==> src/rtl/flash_sequencer.sv <==
// flash_sequencer: walks the stored colour sequence, driving check_round and the flash_clk strobe with blank gaps.
// Latency: start sampled at edge t -> SETUP at t+1 -> flash_clk high from t+2. Each element takes 1+ON+OFF ticked cycles.
// Flow: tick is a timebase enable, and tick=0 freezes the counters. start is ignored while busy. abort returns to IDLE.
// Optional feature: define FLASH_SEQUENCER_SPEEDUP_EN to shorten the lit time as the round grows.
module flash_sequencer #(
  parameter int ON_TICKS     = 8,
  parameter int OFF_TICKS    = 4,
  parameter int MIN_ON_TICKS = 2
) (
  input  logic       clk,
  input  logic       reset_n,
  input  logic       start,
  input  logic       abort,
  input  logic       tick,
  input  logic [5:0] round_len,
  output logic [4:0] check_round,
  output logic       flash_clk,
  output logic       blank,
  output logic       busy,
  output logic       done
);

  typedef enum logic [1:0] {
    S_IDLE  = 2'd0,
    S_SETUP = 2'd1,
    S_ON    = 2'd2,
    S_OFF   = 2'd3
  } state_t;

  localparam logic [7:0] LP_OFF = 8'(OFF_TICKS);

  state_t     r_state;
  logic [7:0] r_cnt;
  logic [5:0] r_len;
  logic [4:0] r_check_round;
  logic       r_flash_clk;
  logic       r_blank;
  logic       r_busy;
  logic       r_done;

  logic [5:0] w_len_clamped;
  logic [5:0] w_len_m1;
  logic       w_last;
  logic [7:0] w_on_new;
  logic [7:0] w_on_load;

  assign w_len_clamped = (round_len > 6'd32) ? 6'd32 : round_len;
  assign w_len_m1      = r_len - 6'd1;
  assign w_last        = ({1'b0, r_check_round} == w_len_m1);

`ifdef FLASH_SEQUENCER_SPEEDUP_EN
  localparam logic [7:0] LP_ON  = 8'(ON_TICKS);
  localparam logic [7:0] LP_MIN = 8'(MIN_ON_TICKS);

  logic [5:0]        w_len_q4;
  logic signed [8:0] w_on_diff;
  logic [7:0]        r_on_ticks;

  // Lit duration shrinks by one tick per four elements, floored at MIN_ON_TICKS.
  // The subtraction is signed so that a long round is not wrapped before the floor is applied.
  assign w_len_q4  = w_len_clamped >> 2;
  assign w_on_diff = $signed({1'b0, LP_ON}) - $signed({3'b000, w_len_q4});
  assign w_on_new  = (w_on_diff < $signed({1'b0, LP_MIN})) ? LP_MIN : w_on_diff[7:0];
  assign w_on_load = r_on_ticks;

  // Latch the lit duration once, when playback starts.
  always_ff @(posedge clk or negedge reset_n) begin
    if (!reset_n) begin
      r_on_ticks <= LP_ON;
    end else if (r_state == S_IDLE && start && !abort && !r_done) begin
      r_on_ticks <= w_on_new;
    end
  end
`else
  // MIN_ON_TICKS is only a floor. For legal parameters this gives exactly ON_TICKS.
  localparam int         LP_ON_FLOOR = (ON_TICKS > MIN_ON_TICKS) ? ON_TICKS : MIN_ON_TICKS;
  localparam logic [7:0] LP_ON       = 8'(LP_ON_FLOOR);

  assign w_on_new  = LP_ON;
  assign w_on_load = w_on_new;
`endif

  // Sequencer FSM. All outputs are registered together with the state transitions.
  always_ff @(posedge clk or negedge reset_n) begin
    if (!reset_n) begin
      r_state       <= S_IDLE;
      r_cnt         <= 8'd0;
      r_len         <= 6'd0;
      r_check_round <= 5'd0;
      r_flash_clk   <= 1'b0;
      r_blank       <= 1'b1;
      r_busy        <= 1'b0;
      r_done        <= 1'b0;
    end else if (abort && r_state != S_IDLE) begin
      r_state       <= S_IDLE;
      r_cnt         <= 8'd0;
      r_check_round <= 5'd0;
      r_flash_clk   <= 1'b0;
      r_blank       <= 1'b1;
      r_busy        <= 1'b0;
      r_done        <= 1'b0;
    end else begin
      case (r_state)
        S_IDLE: begin
          r_done      <= 1'b0;
          r_flash_clk <= 1'b0;
          r_blank     <= 1'b1;
          r_busy      <= 1'b0;
          // A start that coincides with the done pulse, or with abort, is dropped.
          if (start && !abort && !r_done) begin
            if (round_len == 6'd0) begin
              r_done <= 1'b1;
            end else begin
              r_len         <= w_len_clamped;
              r_check_round <= 5'd0;
              r_busy        <= 1'b1;
              r_state       <= S_SETUP;
            end
          end
        end
        S_SETUP: begin
          // check_round has been stable for one full cycle, so the strobe can rise now.
          r_cnt       <= w_on_load;
          r_flash_clk <= 1'b1;
          r_blank     <= 1'b0;
          r_state     <= S_ON;
        end
        S_ON: begin
          if (tick) begin
            if (r_cnt == 8'd1) begin
              r_cnt       <= LP_OFF;
              r_flash_clk <= 1'b0;
              r_blank     <= 1'b1;
              r_state     <= S_OFF;
            end else begin
              r_cnt <= r_cnt - 8'd1;
            end
          end
        end
        S_OFF: begin
          if (tick) begin
            if (r_cnt == 8'd1) begin
              r_cnt <= 8'd0;
              if (w_last) begin
                r_done  <= 1'b1;
                r_busy  <= 1'b0;
                r_state <= S_IDLE;
              end else begin
                r_check_round <= r_check_round + 5'd1;
                r_state       <= S_SETUP;
              end
            end else begin
              r_cnt <= r_cnt - 8'd1;
            end
          end
        end
        default: begin
          r_state <= S_IDLE;
        end
      endcase
    end
  end

  assign check_round = r_check_round;
  assign flash_clk   = r_flash_clk;
  assign blank       = r_blank;
  assign busy        = r_busy;
  assign done        = r_done;

endmodule

==> config.mk <==
export PLATFORM = sky130hd
export DESIGN_NAME = flash_sequencer
export DESIGN_NICKNAME = d
export VERILOG_FILES = /design/src/rtl/flash_sequencer.sv
export SDC_FILE = /design/constraint.sdc
export NUM_CORES = 1
export LEC_CHECK = 0
export BUFFER_PORTS_ARGS = -buffer_cell sky130_fd_sc_hd__buf_4
export CAP_MARGIN = 20
export CORE_UTILIZATION = 25
export CTS_CLUSTER_SIZE = 14
export DETAILED_ROUTE_END_ITERATION = 6
export HOLD_SLACK_MARGIN = 0.12
export PLACE_DENSITY_LB_ADDON = 0.3
export SKIP_CTS_REPAIR_TIMING = 1
export SYNTH_ARGS = -nofsm -noshare
export SYNTH_HDL_FRONTEND = slang
export SYNTH_SLANG_ARGS = --single-unit
==> constraint.sdc <==
create_clock -name clk -period 3.24 [get_ports clk]
set_input_delay 0.648 -clock clk [delete_from_list [all_inputs] [get_ports clk]]
set_output_delay 0.648 -clock clk [all_outputs]
set_load 0.05 [all_outputs]
==> impl_metrics.toml <==
[sta]
period_minus_slack_ns = 2.41
period_share = 0.743
setup_viol_count_final = 0
drv_slew = 0
finalHoldViolCount = 0
relSlewSlack = 0.501
finalSetupTns_ns = 0
fmaxAchievable_mhz = 415
worst_pin_slew_ns = 0.747
skew_ns = 0.00302
rsz0062_at_grt = "false"

[global_route]
gr-total-overflow = 0
grt_pass1_wl_mm = 6.20
grt_max_degree = 26
grt_pass1_vias = 1325
grt.total_usage = 0.117
antenna_found_initial = 0

[layout]
area_growth_pct = 16.1
nets = 217
drive_gt1_frac = 0.194
layout.cells.non_filler = 273
multi_input_area_um2 = 941
fill_cells = 698
diodes = 0
regArea_um2 = 627

[yosys]
netlist_area_mm2 = 0.00163
synth_area_leaders = "dfrtp_1 37%, ha_1 6.9%, xnor2_1 4.3%, o21ai_0 4.0%, nor2_1 3.9%"
muxShareOfSynthArea = 0.00690
async_reset_ff_frac = 1.00
syn-num-nets = 196
yosysWarnings = 0
synth_compound_area_frac = 0.196
synth_top_family_by_area = "simple AND/OR/NAND/NOR gates"
synth_edf_count = 0
yosys.area.top_type = "dfrtp_1"
syn_inst = 176
synthXorXnorAreaFrac = 0.0644
synth-simple-area-share = 0.240
yosys_register_bits = 25
ys.flop_type = "dfrtp_1"
yosysUniqueCellTypes = 53
synth.top_cell.area_share = 0.368
seq_area_frac_synth = 0.384
syn_avg_cell_area_um2 = 9.27
synth_fa_ha_area_frac = 0.0690

[setup_path]
critPathSlowestCell = "dfrtp_1"
worstPathCellList = "inv_1 > ha_1 > nand2b_1 > nand2_1 > o221a_2 > a21bo_2 > a31oi_1 > o21bai_1"
endpoint_kind = "register"
crit_path_start_kind = "register"
cp.required_ns = 3.45
max_stage_delay_ns = 0.42
crit_buf_inv = 1
cp_top_family = "compound AO/OA/AOI/OAI gates"
worstPathArrival_ns = 2.61
crit_fanout = 10
path_class = "register to register"
crit_cells = 8
rr_worst_depth = 8

[min_path]
worst_hold_path_type = "input port to asynchronous set/reset pin"

[floorplanning]
coreArea_mm2 = 0.00631
pin_count = 20
num_rows = 29
die_w_um = 82.8
die-area_mm2 = 0.00685
die_height_um = 82.8
initial_utilization = 0.258

[routing]
detail_route.wl_per_cell_um = 12.8
viasPerCell = 4.82
antenna_left = 0
drt_pass1_iterations = 5
drt_wl_total_mm = 3.49
route.detailed.drc = 0
drtIter0Drc = 51
via_count = 1315

[clock_tree]
numCtsBuffers = 3
ctsRootBufferMaster = "clkbuf_8"
clock_sinks = 25
clk_latency_ns = 0.27
clockBufferDepth = 2
htreeDepth = 1
path_clk_slew_ns = 0.09
cts_tree = "built"

[placed_design]
io_buffers = 19
dp.cells = 269
dp_hpwl_mm = 2.65
place.gp.congestion = 0.793

[flow_run]
drv_cap = 0

[power]
p_leak_nw = 0.834
p_per_area_mw_per_mm2 = 880
ir_drop_uv = 363

[run_status]
outcome = "finished clean"
==> cell usage in the layout (no fill, tap or decap), types with 2 or more instances in the layout <==
cell and n:
dfrtp_1 24, buf_4 19, nor2_1 17, nand2_1 13, o21ai_0 13, inv_1 11
ha_1 9, nand2b_1 8, nand3_1 8, xnor2_1 8, nor3_1 7, a21oi_1 6
xor2_1 4, or3_1 3, clkbuf_8 3, nor4_1 2, o21bai_1 2, o21ai_1 2
o31a_1 2, nand4_1 2
==> final timing paths <==
check	slack (ns)	endpoint	startpoint
max	0.83	check_round[2]	r_state[0]
min	0.27	flash_clk	reset_n
max reg2reg	0.83	check_round[2]	r_state[0]
min reg2reg	0.47	blank	blank
max in group asynchronous	2.67	blank	reset_n
min in group clk	0.47	blank	blank
==> per-stage QoR <==
stage	utilization	hold WS, ns	total power (W)	area, µm²	setup slack [ns]
after floorplan	-	0.352	0.00129	1630	1.09
after global placement	0.293	0.462	0.00148	1850	0.829
after detailed placement	0.293	0.460	0.00149	1850	0.818
after CTS	0.300	0.281	0.00169	1890	0.798
after global routing	0.300	0.289	0.00184	1890	0.569
final	0.300	0.268	0.00167	1890	0.833
==> Yosys cell counts, types with 3 or more instances <==
| cell | count |
|---|---|
| dfrtp_1 | 24 |
| nor2_1 | 17 |
| nand2_1 | 13 |
| o21ai_0 | 13 |
| inv_1 | 11 |
| ha_1 | 9 |
| nand2b_1 | 8 |
| nand3_1 | 8 |
| xnor2_1 | 8 |
| nor3_1 | 7 |
| a21oi_1 | 6 |
| xor2_1 | 4 |
| or3_1 | 3 |
==> report_power, final <==
part / total, W / internal [W] / leakage (nW) / switching [W]
clock: 0.000193 / 0.0000862 / 0.0255 / 0.000106
sequential: 0.000546 / 0.000423 / 0.329 / 0.000123
combinational: 0.000930 / 0.000405 / 0.479 / 0.000525
total: 0.00167 / 0.000914 / 0.834 / 0.000754
==> state kept, by name, summed over array words and instances, names as in the netlist <==
| register | count |
|---|---|
| blank | 1 |
| busy | 1 |
| check_round | 5 |
| done | 1 |
| flash_clk | 1 |
| r_cnt | 8 |
| r_len | 6 |
| r_state | 2 |
==> cell type report <==
class	count	area share
multi-input cells	137	0.497
clock buffers	3	0.0218
well taps	77	0.0509
clock inverters	1	0.00264
flip-flops and latches	25	0.331
inverters	11	0.0218
repair buffers	19	0.0753
==> routing by layer <==
metal	wire length (µm)	share of wire	vias up	track usage
met3	103	0.029	2	0.0230
li1	-	-	672	-
met5	0	0	-	0
met2	1600	0.46	19	0.200
met1	1770	0.51	622	0.152
met4	23	0.0066	0	0.0259
==> kinds of logic after synthesis <==
family,after synthesis
simple gates,71
flops,25
xor+xnor,12
mux,1
compound gates,44
buf+inv,14
fa+ha+maj,9
Power figures use the tool's default switching activity.
